--- src/rtl/seq_pkg.sv ---
// seq_pkg
//  Shared definitions for the instruction sequencer:
//  - seq_state_t : run-control FSM state encoding
//  - pc_sel_t    : program-counter update select
//  - default widths and load latency
package seq_pkg;

  localparam int DEF_PC_W    = 10;
  localparam int DEF_CNT_W   = 16;
  localparam int DEF_MEM_LAT = 1;
  localparam int WAIT_W      = 3;   // holds MEM_LAT in 0..7

  typedef enum logic [1:0] {
    ST_IDLE  = 2'd0,
    ST_RUN   = 2'd1,
    ST_LWAIT = 2'd2,
    ST_DONE  = 2'd3
  } seq_state_t;

  typedef enum logic [1:0] {
    PC_HOLD = 2'd0,
    PC_LOAD = 2'd1,
    PC_INC  = 2'd2
  } pc_sel_t;

endpackage

--- src/rtl/seq_pc.sv ---
// seq_pc
//  Program-counter register for the sequencer.
//  Ports:
//   Clk     in  rising-edge clock
//   Reset   in  asynchronous active-low clear (PC -> 0)
//   Sel     in  PC_HOLD / PC_LOAD / PC_INC
//   LoadVal in  value taken on PC_LOAD (ProgBase or branch target)
//   PC      out current instruction-ROM address
module seq_pc
  import seq_pkg::*;
#(
  parameter int PC_W = DEF_PC_W
) (
  input  logic            Clk,
  input  logic            Reset,
  input  logic [1:0]      Sel,
  input  logic [PC_W-1:0] LoadVal,
  output logic [PC_W-1:0] PC
);

  logic [PC_W-1:0] r_pc;

  // Increment wraps naturally at all-ones.
  always_ff @(posedge Clk or negedge Reset) begin
    if (!Reset) begin
      r_pc <= '0;
    end else begin
      case (Sel)
        PC_LOAD: r_pc <= LoadVal;
        PC_INC:  r_pc <= r_pc + 1'b1;
        default: r_pc <= r_pc;
      endcase
    end
  end

  assign PC = r_pc;

endmodule

--- src/rtl/instr_sequencer.sv ---
// instr_sequencer
//  Run-control FSM and program counter for the 9-bit accumulator core.
//  Ports:
//   Clk, Reset (async active-low)
//   Start      harness run request (level), ProgBase start address
//   BranchEn, MemRead, HaltReq  decoder flags for the current instruction
//   AccNonZero bne taken condition, Target branch target
//   PC         instruction-ROM address
//   WrGate     commit qualifier (high only on an instruction's commit cycle)
//   Busy       high in RUN/LWAIT, Done run-complete acknowledge
//   CycleCnt   saturating RUN+LWAIT cycle count of the current/last run
//   DbgState   current FSM state (seq_state_t encoding)
//  Handshake: Start is a level request. Once a run halts, Done stays high
//  until Start is seen low, then the FSM returns to IDLE (4-phase).
module instr_sequencer
  import seq_pkg::*;
#(
  parameter int PC_W    = DEF_PC_W,
  parameter int MEM_LAT = DEF_MEM_LAT,
  parameter int CNT_W   = DEF_CNT_W
) (
  input  logic             Clk,
  input  logic             Reset,
  input  logic             Start,
  input  logic [PC_W-1:0]  ProgBase,
  input  logic             BranchEn,
  input  logic             MemRead,
  input  logic             HaltReq,
  input  logic             AccNonZero,
  input  logic [PC_W-1:0]  Target,
  output logic [PC_W-1:0]  PC,
  output logic             WrGate,
  output logic             Busy,
  output logic             Done,
  output logic [CNT_W-1:0] CycleCnt,
  output logic [1:0]       DbgState
);

  localparam logic [WAIT_W-1:0] WAIT_INIT = WAIT_W'(MEM_LAT);

  seq_state_t        r_state;
  seq_state_t        w_next_state;
  logic [WAIT_W-1:0] r_wait;
  logic [CNT_W-1:0]  r_cnt;

  pc_sel_t           w_pc_sel;
  logic [PC_W-1:0]   w_pc_load;
  logic              w_wr;
  logic              w_cnt_clr;
  logic              w_cnt_inc;
  logic              w_wait_load;
  logic              w_wait_dec;

  always_ff @(posedge Clk or negedge Reset) begin
    if (!Reset) r_state <= ST_IDLE;
    else        r_state <= w_next_state;
  end

  // Next state and per-cycle controls. WrGate is combinational on state and
  // decoder flags, so it falls the instant Reset goes low.
  always_comb begin
    w_next_state = r_state;
    w_pc_sel     = PC_HOLD;
    w_pc_load    = Target;
    w_wr         = 1'b0;
    w_cnt_clr    = 1'b0;
    w_cnt_inc    = 1'b0;
    w_wait_load  = 1'b0;
    w_wait_dec   = 1'b0;
    case (r_state)
      ST_IDLE: begin
        if (Start) begin
          w_next_state = ST_RUN;
          w_pc_sel     = PC_LOAD;
          w_pc_load    = ProgBase;
          w_cnt_clr    = 1'b1;
        end
      end
      ST_RUN: begin
        w_cnt_inc = 1'b1;
        // Halt beats everything; a load beats a branch (illegal combo).
        if (HaltReq) begin
          w_next_state = ST_DONE;
        end else if (MemRead && (MEM_LAT > 0)) begin
          w_wait_load  = 1'b1;
          w_next_state = ST_LWAIT;
        end else begin
          w_wr = 1'b1;
          if (BranchEn && AccNonZero) w_pc_sel = PC_LOAD;
          else                        w_pc_sel = PC_INC;
        end
      end
      ST_LWAIT: begin
        w_cnt_inc  = 1'b1;
        w_wait_dec = 1'b1;
        if (r_wait == WAIT_W'(1)) begin
          w_wr         = 1'b1;
          w_pc_sel     = PC_INC;
          w_next_state = ST_RUN;
        end
      end
      ST_DONE: begin
        if (!Start) w_next_state = ST_IDLE;
      end
      default: w_next_state = ST_IDLE;
    endcase
  end

  always_ff @(posedge Clk or negedge Reset) begin
    if (!Reset) begin
      r_wait <= '0;
    end else if (w_wait_load) begin
      r_wait <= WAIT_INIT;
    end else if (w_wait_dec) begin
      r_wait <= r_wait - 1'b1;
    end
  end

  // Saturating run-cycle counter; holds outside RUN/LWAIT.
  always_ff @(posedge Clk or negedge Reset) begin
    if (!Reset) begin
      r_cnt <= '0;
    end else if (w_cnt_clr) begin
      r_cnt <= '0;
    end else if (w_cnt_inc && (r_cnt != {CNT_W{1'b1}})) begin
      r_cnt <= r_cnt + 1'b1;
    end
  end

  seq_pc #(.PC_W(PC_W)) u_pc (
    .Clk     (Clk),
    .Reset   (Reset),
    .Sel     (w_pc_sel),
    .LoadVal (w_pc_load),
    .PC      (PC)
  );

  assign WrGate   = w_wr;
  assign Busy     = (r_state == ST_RUN) || (r_state == ST_LWAIT);
  assign Done     = (r_state == ST_DONE);
  assign CycleCnt = r_cnt;
  assign DbgState = r_state;

endmodule

--- config.mk ---
export PLATFORM = sky130hd
export DESIGN_NAME = instr_sequencer
export DESIGN_NICKNAME = d
export VERILOG_FILES = /design/src/rtl/seq_pkg.sv /design/src/rtl/seq_pc.sv /design/src/rtl/instr_sequencer.sv
export SDC_FILE = /design/constraint.sdc
export NUM_CORES = 1
export LEC_CHECK = 0
export BUFFER_PORTS_ARGS = -buffer_cell sky130_fd_sc_hd__buf_4
export CAP_MARGIN = 0
export CELL_PAD_IN_SITES_DETAIL_PLACEMENT = 1
export CELL_PAD_IN_SITES_GLOBAL_PLACEMENT = 2
export CORE_MARGIN = 2
export CORE_UTILIZATION = 30
export DETAILED_ROUTE_END_ITERATION = 16
export GPL_TIMING_DRIVEN = 0
export MAX_ROUTING_LAYER = met4
export PLACE_DENSITY_LB_ADDON = 0.1
export SLEW_MARGIN = 20
export SYNTH_ARGS = -nofsm -noshare
export SYNTH_HDL_FRONTEND = slang
export SYNTH_HIERARCHICAL = 1
export SYNTH_SLANG_ARGS = --single-unit
--- constraint.sdc ---
create_clock -name Clk -period 3.3 [get_ports Clk]
set_input_delay 0.66 -clock Clk [delete_from_list [all_inputs] [get_ports Clk]]
set_output_delay 0.66 -clock Clk [all_outputs]
set_load 0.03 [all_outputs]
Word level (Yosys, flattened, before mapping)
Index checks and enable logic that the tools add are counted.

word-level totals
  flip-flop bits (word level) = 31

operators by class
  $add $sub $neg = 3
  equal/unequal tests = 11
  mux-type cells = 30
  reduce and logical (&&, ||, !) cells = 9

operator list
  kind                     count
  $mux W16                 2
  $mux W10                 2
  $pmux W10 S2             1
  $mux W2                  9
  $add A16 B1 Y16 const B  1
  $ne A16 B16 Y1 const B   1
  $mux W1                  11
  $add A10 B1 Y10 const B  1
  $pmux W2 S4              1
  $eq A2 B2 Y1 const B     3
  $mux W3                  2
  $ne A2 B2 Y1 const B     3
  $pmux W2 S3              1
  $reduce_bool A2 Y1       3
  $eq A2 B1 Y1 const B     2
  $reduce_and A4 Y1        1
  $eq A3 B1 Y1 const B     1
  $ne A3 B3 Y1 const B     1
  $sub A3 B1 Y3 const B    1
  $logic_and A1 B1 Y1      2
  $logic_not A2 Y1         1
  $pmux W1 S2              1
  $reduce_or A2 Y1         1
  $logic_or A1 B1 Y1       1

Depth between registers and ports, before layout
Gate-level depths: netlist of the first run.

  depth in word-level cells = 7
  depth in mapped cells = 13
  mapped depth without buffers = 11

Hierarchy
Netlist of the first run, hierarchy kept.

modules (own cells, without submodules)
  module           cells each  times used  area each (um2)
  instr_sequencer  174         1           1431.4
  seq_pc           72          1           659.4

Worst setup path after synthesis of the first run
OpenSTA, ideal clock, no wires.

  path type = register to register
  start point = reg r_state[1] (netlist: DbgState[1])
  end point = reg u_pc.r_pc[9] (netlist: u_pc/PC[9])
  cell stages (with the launch flop) = 12
  arrival time = 2.635 ns
  slack = 0.543 ns
  required time = 3.178 ns
  buffers on the path = 0
  library setup time = 0.122 ns
  path through = dfrtp_1 inv_1 ha_1 nor2b_1 nor2b_1 nand3_1 a21oi_1 inv_1 ha_1 nand4b_1 or4_1 o2111a_1

on the way
  word-level cells in the longest chain between the ends = 4
  elaborated cells on any way between the ends = 9
  those cells by class = eq/ne: 4; mux: 3; reduce/logical: 2

ends and longest elaborated chain
  element                                                    RTL line               RTL
  start: declaration                                         instr_sequencer.sv:41  seq_state_t r_state;
  start signal: assignment                                   instr_sequencer.sv:56  else r_state <= w_next_state;
  $eq A2 B2 Y1 (tied with other cells)                       instr_sequencer.sv:70  case (r_state)
  $pmux W2 S3 *                                              instr_sequencer.sv:70
  net w_pc_sel[0]                                            instr_sequencer.sv:46  pc_sel_t w_pc_sel;
  $eq A2 B2 Y1 / $eq A2 B1 Y1 (equally long branches)        seq_pc.sv:28           case (Sel)
  $pmux W10 S2 / $reduce_bool A2 Y1 (equally long branches)  n/a
  end signal: assignment                                     seq_pc.sv:29           PC_LOAD: r_pc <= LoadVal;
  end signal: assignment                                     seq_pc.sv:30           PC_INC: r_pc <= r_pc + 1'b1;
  end signal: assignment                                     seq_pc.sv:31           default: r_pc <= r_pc;
  end: declaration                                           seq_pc.sv:21           logic [PC_W-1:0] r_pc;

The timed path passes the listed nets; every way through them passes the cells marked *.
A chain may end at the register's enable or synchronous reset.

Final worst setup path of the first run
  start point = reg r_state[1] (netlist: DbgState[1])
  end point = reg u_pc.r_pc[5] (netlist: u_pc/PC[5])

The elaborated chain is that of the path after synthesis.

==> results.py, run 1 <==
metrics = {
    "status": {
        "status": "finished, final reports clean",
    },
    "yosys": {
        "yosys.area.top_type_share": 0.371,
        "yosys_register_bits": 31,
        "synth_ff_type": "dfrtp_1",
        "synth_compound_area_frac": 0.190,
        "synth_xor_area_frac": 0.00838,
        "synth_top_area_cell": "dfrtp_1",
        "syn-instance-count": 246,
        "synth_nets": 283,
        "synth-simple-area-share": 0.301,
        "synth_common_cells": "nand2_1, dfrtp_1, nand3_1, a21oi_1, o21ai_0",
        "synth_cell_types": 52,
        "yosysSeqAreaShare": 0.371,
        "synth_top_family_by_area": "simple AND/OR/NAND/NOR gates",
        "synth-adder-area-share": 0.0598,
        "synth_mux_area_frac": 0.0245,
        "synth_edf_count": 0,
        "ys_top_cells_by_area": "dfrtp_1, nand2_1, ha_1, nand3_1, a21oi_1",
        "async_flop_share": 1.00,
        "synth_area_per_cell_um2": 8.50,
        "yosys.cell_count.top_type": "nand2_1",
        "yosys_warnings": 6,
        "synth_area_um2": 2090,
    },
    "placement": {
        "dpl-instance-area_um2": 2620,
        "dp_hpwl_mm": 4.75,
        "gp_congestion": 0.751,
        "io_buffers": 57,
        "place_ws_ns": 0.233,
    },
    "grt": {
        "grt_pass1_vias": 2027,
        "grt_first_pass_wirelength_mm": 10.4,
        "track_usage": 0.180,
        "gr-total-overflow": 0,
        "antenna_found_initial": 0,
        "grt_max_degree": 32,
    },
    "setup_path": {
        "cp_max_fo": 7,
        "worstSetupPathType": "flop to flop",
        "cp.required_ns": 3.52,
        "worst-r2r-cell-count": 11,
        "crit_arrival_ns": 3.24,
        "endpoint_kind": "flop",
        "start_kind": "flop",
    },
    "sta": {
        "hold_viol": 0,
        "worst_pin_slew_ns": 0.569,
        "fin_crit_ns": 3.02,
        "rsz0062_at_grt": "false",
        "setup_ws_ns": 0.281,
        "period_share": 0.915,
        "drv_slew": 0,
        "setup_viol": 0,
        "fin_skew_ns": 0.0124,
        "max_freq_ghz": 0.331,
        "maxSlewHeadroom": 0.621,
        "fin_tns_setup_ns": 0,
    },
    "routing": {
        "drtIter0Drc": 85,
        "firstDrtPassIters": 4,
        "finalWirelength_mm": 6.44,
        "vias": 2106,
        "antenna_left": 0,
        "via_per_inst": 5.39,
        "drc": 0,
        "routedWlPerCell_um": 16.5,
    },
    "pwr": {
        "ir_drop_v": 0.000433,
        "finalPower_w": 0.00227,
        "powerDensity_nw_per_um2": 835,
        "leakage_nw": 1.26,
    },
    "die": {
        "die-area_um2": 7650,
        "core_um2": 6760,
        "die_width_um": 87.5,
        "io_pins": 58,
        "start_util": 0.309,
        "rows": 30,
        "die_y_um": 87.5,
    },
    "clock_tree": {
        "clock-sinks": 31,
        "h-tree-depth": 2,
        "root_buffer": "clkbuf_8",
        "clk_path_buf_depth": 2,
        "clkLatencyLatePin_ns": 0.29,
        "cts_buffers": 5,
        "post_cts_buffers": 0,
        "clkTransAtPathRegs_ns": 0.07,
        "postCtsHoldBufs": 0,
        "cts_tree": "yes",
        "ctsResizeCount": 0,
    },
    "finish": {
        "antenna_cells": 0,
        "utilization": 0.403,
        "fin_area_um2": 2720,
        "layout-drive-gt1-share": 0.254,
        "area_delta_synth_final_pct": 30.2,
        "nFillCells": 842,
        "fin_nets": 347,
    },
    "job": {
        "cap_violations": 0,
    },
    "hold_path": {
        "worstHoldPathType": "input pin to async pin",
    },
}
[state kept, by name, indices dropped and copies added (netlist names)]
register,cells
CycleCnt,16
DbgState,2
r_wait,3
u_pc/PC,10
[power by group]
part / leakage (nW) / internal, W / total [W] / switching, W
combinational: 0.809 / 0.000493 / 0.00124 / 0.000750
clock: 0.0515 / 0.000191 / 0.000343 / 0.000152
sequential: 0.395 / 0.000504 / 0.000686 / 0.000182
[stage by stage]
step	std cells	hold slack, ns
6_report	391	0.317
5_1_grt	391	0.335
4_1_cts	391	0.322
3_5_place_dp	383	0.538
3_3_place_gp	383	0.534
2_1_floorplan	246	0.364
[routing by layer]
layer | track usage | wire [um] | part of all wire
met4 | 0.0503 | 76 | 0.012
met5 | - | 0 | 0
met3 | 0.0379 | 238 | 0.037
met1 | 0.244 | 3120 | 0.48
met2 | 0.272 | 3010 | 0.47
[worst max-delay path, cell delays in order (launching register included)]
cell      delay (ns)
dfrtp_1         0.44
inv_1           0.12
ha_1            0.19
nor2b_1         0.34
nor2b_2         0.32
nand3_1         0.11
a21oi_1         0.15
inv_1           0.05
ha_1            0.38
nand2b_1        0.24
or4_1           0.51
nand3_1         0.10
[layout by cell type, fill, tap and decap left out, types with 3 or more instances in the layout]
cell type,n
a21oi_1,19
a22oi_1,4
a31oi_1,3
buf_4,58
clkbuf_1,7
clkbuf_8,7
dfrtp_1,31
ha_1,10
inv_1,13
mux2i_1,4
nand2_1,42
nand3_1,21
nand4_1,4
nor2_1,5
nor2b_1,5
nor3_1,4
o211ai_1,4
o21ai_0,15
o41ai_1,3
or3_1,5
or4_1,5
[path summary, 6_finish.rpt]
check,startpoint,endpoint,slack [ns]
min in group Clk,CycleCnt[10],CycleCnt[10],0.54
hold reg to reg,CycleCnt[10],CycleCnt[10],0.54
setup reg to reg,DbgState[1],u_pc/PC[5],0.28
max in group asynchronous,Reset,u_pc/PC[0],2.67
setup / recovery,DbgState[1],u_pc/PC[5],0.28
hold / removal,Reset,CycleCnt[14],0.32
[area by class of cell]
cell class                 instances  area, um2  share of cell area
buffer                             9       46.3              0.0170
tap                               80        100              0.0368
sequential                        31        776               0.285
clock buffer                       8        100              0.0368
multi-input combinational        193       1220               0.449
inverter                          13       48.8              0.0179
timing repair buffer              57        428               0.157
[logic make-up after synthesis]
logic type | Yosys count
AO/OA/AOI/OAI | 62
buffers and inverters | 22
multiplexers | 5
XOR/XNOR | 2
flip-flops | 31
adder cells (fa/ha/maj) | 10
AND/OR/NAND/NOR | 114
Note: power is estimated with default switching activity, not from simulation.
==> run 2, diff against run 1 <==
Settings changed: ABC_AREA set to 1, CORE_UTILIZATION 30 to 28.
==> run 2 against run 1 <==
- worst setup slack improved by 0.59 ns
- maximum frequency rose by 24%
- first-iteration DRC count decreased by 24%
- combinational power is 19% higher
- non-clock buffer count down 3
- worst hold slack better by 0.0020 ns
- cell count grew 32%
- total power increased by 8.6%
- critical path type is now flop to output pin
- cell area up 6.3%
- routed wire length up 7.1%
- largest cell class unchanged
==> results.py, run 2 <==
metrics = {
    "die": {
        "die_width_um": 93.8,
        "core_um2": 7770,
        "die_y_um": 93.8,
        "rows": 32,
        "die-area_um2": 8800,
        "start_util": 0.291,
        "io_pins": 58,
    },
    "grt": {
        "gr-total-overflow": 0,
        "grt_max_degree": 32,
        "antenna_found_initial": 0,
        "grt_pass1_vias": 2349,
        "track_usage": 0.171,
        "grt_first_pass_wirelength_mm": 11.5,
    },
    "yosys": {
        "synth_area_um2": 2260,
        "synth_cell_types": 27,
        "synth_ff_type": "dfrtp_1",
        "ys_top_cells_by_area": "dfrtp_1, nand2_1, inv_1, ha_1, nor2_1",
        "synth_edf_count": 0,
        "yosys_warnings": 6,
        "async_flop_share": 1.00,
        "synth_area_per_cell_um2": 6.47,
        "syn-instance-count": 349,
        "synth_nets": 386,
        "yosysSeqAreaShare": 0.344,
        "yosys.area.top_type_share": 0.344,
        "synth_common_cells": "nand2_1, inv_1, dfrtp_1, nor2_1, nand3_1",
        "synth_top_area_cell": "dfrtp_1",
        "yosys.cell_count.top_type": "nand2_1",
        "yosys_register_bits": 31,
    },
    "setup_path": {
        "start_kind": "flop",
        "reg2reg_from": "DbgState[1]",
        "crit_arrival_ns": 1.77,
        "path_cells": "inv_1, ha_1, inv_1, nor2_1, nand2_1, nand2_1, inv_1, nor2_1, buf_4",
        "cp.required_ns": 2.64,
        "endpoint_kind": "output pin",
        "critPathMaxStageDelay_ns": 0.44,
        "worstSetupPathType": "flop to output pin",
        "startpoint": "DbgState[1]",
        "worst-r2r-cell-count": 15,
        "path_common_cell": "inv_1",
        "cp_max_fo": 6,
        "slowest_stage": "dfrtp_1",
    },
    "pwr": {
        "p_sw_frac": 0.528,
        "powerDensity_nw_per_um2": 852,
        "p_switching_w": 0.00130,
        "leakage_nw": 1.58,
        "power_frac_comb": 0.598,
        "p_int_w": 0.00116,
        "power_frac_clock": 0.124,
        "finalPower_w": 0.00247,
        "p_seq_frac": 0.278,
        "ir_drop_v": 0.000217,
    },
    "clock_tree": {
        "root_buffer": "clkbuf_8",
        "h-tree-depth": 2,
        "cts_buffers": 5,
        "cts_tree": "yes",
        "clkLatencyLatePin_ns": 0.29,
        "clkTransAtPathRegs_ns": 0.07,
        "clock-sinks": 31,
        "post_cts_buffers": 0,
        "ctsResizeCount": 0,
        "postCtsHoldBufs": 0,
        "clk_path_buf_depth": 2,
    },
    "placement": {
        "gp_congestion": 0.753,
        "io_buffers": 57,
        "dp_hpwl_mm": 5.24,
    },
    "sta": {
        "setup_viol": 0,
        "drv_slew": 0,
        "worst_pin_slew_ns": 0.634,
        "period_share": 0.736,
        "fin_crit_ns": 2.43,
        "hold_viol": 0,
        "maxSlewHeadroom": 0.576,
        "fin_tns_setup_ns": 0,
        "max_freq_ghz": 0.412,
        "fin_skew_ns": 0.00739,
        "rsz0062_at_grt": "false",
        "whs_ns": 0.319,
    },
    "finish": {
        "largest_reg_flops": 16,
        "final_common_cell": "nand2_1",
        "antenna_cells": 0,
        "nFillCells": 1034,
        "layout-drive-gt1-share": 0.196,
        "regArea_um2": 776,
        "final_cell_mix": "nand2_1, buf_4, inv_1",
        "multi_input_area_um2": 1280,
        "area_delta_synth_final_pct": 28.2,
        "utilization": 0.373,
        "fin_nets": 450,
    },
    "routing": {
        "firstDrtPassIters": 4,
        "antenna_left": 0,
        "routedWlPerCell_um": 13.4,
        "finalWirelength_mm": 6.90,
        "vias": 2353,
        "drtIter0Drc": 65,
        "drc": 0,
        "via_per_inst": 4.56,
    },
    "hold_path": {
        "worstHoldPathType": "input pin to async pin",
    },
    "status": {
        "status": "finished, final reports clean",
    },
    "job": {
        "cap_violations": 0,
    },
}
[run 2: cell types whose count changed in the layout (fill, tap and decap cells not counted), sizes merged, moves of 6 or more]
cell / change
inv: +29
or3: -6
nor2: +31
a21oi: -7
nor2b: -6
nand2: +115
[run 2: layout make-up]
class | count | area share
Clock inverter | 1 | 0.00173
Inverter | 42 | 0.0545
Clock buffer | 7 | 0.0264
Sequential cell | 31 | 0.268
Buffer | 6 | 0.0147
Tap cell | 102 | 0.0441
Timing Repair Buffer | 57 | 0.148
Multi-Input combinational cell | 270 | 0.443
[run 2: kinds of logic after synthesis]
kind of cell / synth area share
AO/OA/AOI/OAI: 0.0665
AND/OR/NAND/NOR: 0.422
XOR/XNOR: 0.0233
flip-flops: 0.344
adder cells (fa/ha/maj): 0.0554
buffers and inverters: 0.0887
[run 2: per-layer routing]
metal / track usage / part of all wire
met5: - / 0
met2: 0.278 / 0.47
met3: 0.0321 / 0.041
met1: 0.221 / 0.49
met4: 0.0399 / 0.0061
[run 2: path summary, 6_finish.rpt]
kind,endpoint,slack [ns]
setup reg to reg,u_pc/PC[2],0.93
hold / removal,CycleCnt[10],0.32
setup / recovery,WrGate,0.87
max in group asynchronous,CycleCnt[8],2.66
min in group Clk,r_wait[0],0.53
hold reg to reg,r_wait[0],0.53
[run 2: through the flow]
stage	instance area (um2)	std cells	worst slack (ns)
2_1_floorplan	2260	349	0.952
3_5_place_dp	2810	508	0.909
3_3_place_gp	2810	508	0.924
5_1_grt	2890	516	0.617
4_1_cts	2890	516	0.839
6_report	2890	516	0.870
[run 2: power groups by stage]
stage | logic (W) | clock network (W) | registers, W
final | 0.00148 | 0.000305 | 0.000686
after global routing | 0.00166 | 0.000337 | 0.000715
after CTS | 0.00151 | 0.000319 | 0.000691
after detailed placement | 0.00151 | 0 | 0.000696
after global placement | 0.00148 | 0 | 0.000690
after floorplan | 0.000819 | 0 | 0.000858
[run 2: worst max-delay path, delay by kind of cell (launching register included)]
family                   cells  cell delay (ns)
buffers and inverters        4             0.40
adder cells (fa/ha/maj)      1             0.14
AND/OR/NAND/NOR              4             0.52
flip-flops                   1             0.44
